[src/rtl/cla_adder_pkg.sv]
// Shared constants and the 4-input lookahead equations for the carry-lookahead adder.
// Both lookahead levels use the same equations, so they live here.
// Contents: CLA_BLOCK_W, CLA_GROUP_W, cla_la_t, lookahead4().
package cla_adder_pkg;

  localparam int CLA_BLOCK_W = 4;   // bits per level-1 lookahead block
  localparam int CLA_GROUP_W = 16;  // bits per level-2 lookahead group (4 blocks)

  // Result of one 4-wide lookahead evaluation:
  //   c[3:1] - carries into positions 1..3, relative to the carry-in c0
  //   gg/pp  - generate/propagate of the whole 4-wide span
  typedef struct packed {
    logic [3:1] c;
    logic       gg;
    logic       pp;
  } cla_la_t;

  // Two-level sum-of-products lookahead. Every carry is computed directly
  // from g/p and c0, so no carry depends on another carry.
  function automatic cla_la_t lookahead4(input logic [3:0] g,
                                         input logic [3:0] p,
                                         input logic       c0);
    cla_la_t r;
    r.c[1] = g[0]
           | (p[0] & c0);
    r.c[2] = g[1]
           | (p[1] & g[0])
           | (p[1] & p[0] & c0);
    r.c[3] = g[2]
           | (p[2] & g[1])
           | (p[2] & p[1] & g[0])
           | (p[2] & p[1] & p[0] & c0);
    r.gg   = g[3]
           | (p[3] & g[2])
           | (p[3] & p[2] & g[1])
           | (p[3] & p[2] & p[1] & g[0]);
    r.pp   = &p;
    return r;
  endfunction

endpackage

[src/rtl/cla_adder_cla4_block.sv]
// cla4_block: combinational 4-bit carry-lookahead block; no latency, no flow control.
// Ports: a[3:0], b[3:0], cin -> s[3:0] sum bits, g/p block generate/propagate.
// The block's carry-out is not produced here; the level-2 unit derives it from g/p.
module cla4_block
  import cla_adder_pkg::*;
(
  input  logic [3:0] a,
  input  logic [3:0] b,
  input  logic       cin,
  output logic [3:0] s,
  output logic       g,
  output logic       p
);

  logic [3:0] gb;
  logic [3:0] pb;
  cla_la_t    la;

  assign gb = a & b;
  assign pb = a ^ b;
  assign la = lookahead4(gb, pb, cin);

  // Carry vector into each bit position: bit 0 takes the block carry-in.
  assign s  = pb ^ {la.c, cin};
  assign g  = la.gg;
  assign p  = la.pp;

endmodule

[src/rtl/cla_adder.sv]
// cla_adder: registered WIDTH-bit carry-lookahead adder, {cout, s} = a + b + cin.
// Latency 1 cycle, one operation per cycle, no stall or backpressure.
// Ports: clk, rst (async high), in_valid/a/b/cin in; s/cout/out_valid out (all from flops).
module cla_adder
  import cla_adder_pkg::*;
#(
  parameter int WIDTH = 64
) (
  input  logic             clk,
  input  logic             rst,
  input  logic             in_valid,
  input  logic [WIDTH-1:0] a,
  input  logic [WIDTH-1:0] b,
  input  logic             cin,
  output logic [WIDTH-1:0] s,
  output logic             cout,
  output logic             out_valid
);

  localparam int NBLK = WIDTH / CLA_BLOCK_W;
  localparam int NGRP = WIDTH / CLA_GROUP_W;

  if (((WIDTH % CLA_GROUP_W) != 0) || (WIDTH < CLA_GROUP_W)) begin : g_bad_width
    $error("cla_adder: WIDTH must be a multiple of 16 and at least 16");
  end

  logic [NBLK-1:0]  blk_g;
  logic [NBLK-1:0]  blk_p;
  logic [NBLK-1:0]  blk_cin;
  logic [NGRP:0]    grp_c;    // grp_c[j] = carry into group j, grp_c[NGRP] = carry-out
  logic [WIDTH-1:0] sum_c;

  assign grp_c[0] = cin;

  // Level 1: 4-bit lookahead blocks.
  for (genvar i = 0; i < NBLK; i++) begin : g_blk
    cla4_block u_blk (
      .a   (a[CLA_BLOCK_W*i +: CLA_BLOCK_W]),
      .b   (b[CLA_BLOCK_W*i +: CLA_BLOCK_W]),
      .cin (blk_cin[i]),
      .s   (sum_c[CLA_BLOCK_W*i +: CLA_BLOCK_W]),
      .g   (blk_g[i]),
      .p   (blk_p[i])
    );
  end

  // Level 2: one lookahead unit per 16-bit group feeds its four block
  // carry-ins; groups then chain on their own G/P.
  for (genvar j = 0; j < NGRP; j++) begin : g_grp
    cla_la_t la;

    assign la = lookahead4(blk_g[4*j +: 4], blk_p[4*j +: 4], grp_c[j]);

    assign blk_cin[4*j]     = grp_c[j];
    assign blk_cin[4*j + 1] = la.c[1];
    assign blk_cin[4*j + 2] = la.c[2];
    assign blk_cin[4*j + 3] = la.c[3];

    assign grp_c[j+1] = la.gg | (la.pp & grp_c[j]);
  end

  // Output register. The sum is only sampled when in_valid is high, so
  // whatever sits on a/b while idle never reaches s/cout.
  always_ff @(posedge clk or posedge rst) begin
    if (rst) begin
      s         <= '0;
      cout      <= 1'b0;
      out_valid <= 1'b0;
    end else begin
      out_valid <= in_valid;
      if (in_valid) begin
        s    <= sum_c;
        cout <= grp_c[NGRP];
      end
    end
  end

endmodule

[config.mk]
export PLATFORM = sky130hd
export DESIGN_NAME = cla_adder
export DESIGN_NICKNAME = d
export VERILOG_FILES = /design/src/rtl/cla_adder_pkg.sv /design/src/rtl/cla_adder_cla4_block.sv /design/src/rtl/cla_adder.sv
export SDC_FILE = /design/constraint.sdc
export NUM_CORES = 1
export LEC_CHECK = 0
export ABC_AREA = 1
export CAP_MARGIN = 20
export CELL_PAD_IN_SITES_DETAIL_PLACEMENT = 1
export CELL_PAD_IN_SITES_GLOBAL_PLACEMENT = 1
export CORE_MARGIN = 2
export CORE_UTILIZATION = 29
export DETAILED_ROUTE_END_ITERATION = 12
export PLACE_DENSITY_LB_ADDON = 0.08
export REMOVE_ABC_BUFFERS = 1
export SKIP_LAST_GASP = 1
export SLEW_MARGIN = 25
export SYNTH_ARGS = -nofsm -noshare
export SYNTH_HDL_FRONTEND = slang
export SYNTH_SLANG_ARGS = --single-unit
[constraint.sdc]
create_clock -name clk -period 2.2 [get_ports clk]
set_clock_uncertainty 0.05 [all_clocks]
set_input_delay 0.44 -clock clk [delete_from_list [all_inputs] [get_ports clk]]
set_output_delay 0.44 -clock clk [all_outputs]
set_load 0.05 [all_outputs]
==> reports/qor.yml <==
antenna_found_initial: 2
insertion_delay_ns: 0.34
n_fill_cell: 2004
vias_per_cell: 4.78
cts_tree: "yes"
placed_cells: 1210
grt_pass1_vias: 7049
violations: "setup timing"
drive_gt1_share_pct: 47.7
core_area_um2: 18000
hpwl_um: 15100
drc: 0
cts.hold.buffers_added: 0
routed_wl_um: 22600
wl_met3_um: 902
hold_violations: 0
grt_pass1_wl_um: 35100
vias: 6196
wl_per_cell_um: 17.4
power_density_nw_per_um2: 629
slew_violations: 0
hp-class: "input pin to async pin"
status: "finished, violations left"
fmax_ghz: 0.425
drt_iter0_drc: 101
die_h_um: 140
routabilityCongestion: 0.824
finalPower_mw: 6.61
setup_slack_ns: -0.153
period_share_pct: 107
top_layer: "met4"
setup-violations-final: 22
wl_met1_um: 8310
syn_inst: 664
cp-end-kind: "flop"
grt_use_total_pct: 22.5
vdd_drop_max_v: 0.000391
cap_violations: 0
design_area_um2: 10500
io_buffers: 197
top_level_ports: 198
syn_area_per_cell_um2: 8.02
grt_max_degree: 46
htreeDepth: 3
overflow: 0
postPlaceCellArea_um2: 8570
die_x_um: 140
required_ns: 2.43
synth_area_um2: 5330
ant_nets: 0
tightest_slew_ns: 0.573
p_leak_nw: 5.02
worst-path-max-fanout: 3
maxSlewHeadroom_pct: 61.7
clkTransAtPathRegs_ns: 0.06
die_area_um2: 19500
nets: 1272
critPathLaunchType: "input pin"
ys_seq_area_share_pct: 31.0
cts_buffers: 9
fin_cells: 1296
start_util_pct: 29.6
arrival_ns: 2.58
met2_length_um: 12800
period_minus_slack_ns: 2.35
rr_worst_depth: 2
clockBufferDepth: 2
ys_warn_count: 0
row_count: 49
yosysUniqueCellTypes: 38
synthToLayoutAreaGrowth_pct: 97.3
rsz0062_at_grt: "yes"
root_buffer: "clkbuf_16"
ys_ff_latch: 66
crit_type: "input pin to flop"
dr.pass1.iters: 4
cts_sinks: 66
-- Yosys cell counts --
cell      count  area [µm²]
o21ai_0      30         150
a21boi_0      1        7.51
inv_2         5        18.8
a31o_2        1        8.76
xnor2_1      21         184
o211ai_1      2        15.0
buf_2         2        10.0
fa_1         16         320
xor2_1        8        70.1
or2_1         2        12.5
nand3_1      45         225
a21oi_2       4        35.0
ha_1         64         801
clkinv_1      2        7.51
nor2_4        1        11.3
nor3_2        4        40.0
buf_1         1        3.75
and3_1        1        6.26
nor3_1        3        15.0
nand2_8       1        20.0
inv_1        53         199
clkbuf_1     11        41.3
a211oi_1      1        7.51
o21bai_1      4        30.0
o21ai_2       1        8.76
nor2_2        5        31.3
nand3_2       2        20.0
nand4_1       4        25.0
a21oi_1      30         150
nor2_1       26        97.6
nand2_1     203         762
a31oi_1       5        31.3
dfrtp_1      66        1650
nand2_2      12        75.1
o21ai_1       6        30.0
nand3b_1      5        37.5
a21o_1        4        30.0
nand2_4      12         135
-- cells by family after synthesis --
kind of cell / share of synthesized area (%)
and+or+nand+nor: 28.4
buffers and inverters: 5.26
adders and majority gates: 21.1
xor gates and xnor gates: 4.77
DFF: 31.0
AOI/OAI and AO/OA: 9.47
-- cell type report --
type / instances / area [µm²] / share of cell area, %
clock inverters: 2 / 35.0 / 0.333
repair buffers: 399 / 3340 / 31.8
multi-input cells: 524 / 4690 / 44.6
inverters: 60 / 236 / 2.25
clock buffers: 14 / 264 / 2.51
flip-flops and latches: 66 / 1650 / 15.7
well taps: 229 / 287 / 2.73
diodes: 2 / 5.00 / 0.0476
-- registers in the layout, summed over array words and instances, names as in the netlist --
name	cells
s	64
cout	1
out_valid	1
-- worst max-delay path, stage by stage --
cell     delay (ns)
buf_8          0.10
ha_4           0.24
buf_6          0.11
a21oi_2        0.14
nand2_1        0.09
nand2_2        0.10
nand2_4        0.06
inv_4          0.07
nand2_8        0.07
buf_4          0.14
a21oi_4        0.25
o21ai_4        0.11
fa_2           0.53
nand2_1        0.05
nand2_1        0.08
-- path summary, 6_finish.rpt --
path,end,startpoint,slack (ns)
max,s[28],a[11],-0.15
min,s[34],rst,0.40
max reg2reg,s[33],s[33],1.43
min reg2reg,s[36],s[36],0.42
max in group asynchronous,s[44],rst,1.18
min in group clk,s[36],s[36],0.42
-- report_power, final --
| group | internal, mW | leakage [nW] | switching, mW | total, mW |
|---|---|---|---|---|
| Sequential | 1.44 | 0.798 | 0.131 | 1.57 |
| Combinational | 1.54 | 4.08 | 1.99 | 3.53 |
| Clock | 0.940 | 0.147 | 0.565 | 1.50 |
-- layer usage --
metal / global-route usage (%) / up-vias
met5: 0 / -
met4: 7.76 / 0
met3: 4.51 / 42
met2: 44.0 / 142
met1: 23.7 / 3039
li1: - / 2973
-- placed cells by master (no fill, tap or decap), types with 5 or more instances in the layout --
cell type	synthesis	routed
dfrtp_1	66	66
nand3_2	2	12
nand3b_1	5	5
nand2_1	203	166
nor2_2	5	5
nand2_4	12	24
a21oi_4	0	10
buf_6	0	26
nand2_2	12	36
a21oi_2	4	10
fa_2	0	10
fa_1	16	6
clkdlybuf4s15_2	0	11
xnor2_1	21	16
buf_2	2	42
a21oi_1	30	14
o21ai_0	30	16
clkbuf_16	0	9
nand3_1	45	32
nor3_4	0	5
dlygate4sd2_1	0	31
ha_1	64	9
nor2_1	26	16
inv_2	5	12
xnor2_2	0	5
clkdlybuf4s50_1	0	84
xor2_1	8	8
inv_1	53	43
o21ai_2	1	5
buf_4	0	190
clkdlybuf4s15_1	0	7
nor2_4	1	11
ha_4	0	53
o21ai_1	6	15
-- metrics by stage --
stage / setup TNS (ns) / util [%] / hold WS, ns / setup WS (ns)
global route: -5.18 / 58.5 / 0.439 / -0.227
finish: -1.69 / 58.5 / 0.397 / -0.153
detailed placement: -38.33 / 47.7 / 0.408 / -0.898
global placement: -32.75 / 47.7 / 0.405 / -0.835
floorplan: -5.70 / - / 0.421 / -0.337
CTS: -0.424 / 56.6 / 0.394 / -0.0814
-- what timing repair did --
| action | CTS | global route |
|---|---|---|
| pin swaps | 146 | 72 |
| cloned | 0 | 0 |
| setup endpoints to repair | 57 | 40 |
| buffers inserted | 62 | 13 |
| resized for setup | 489 | 96 |
Power figures use the tool's default switching activity.
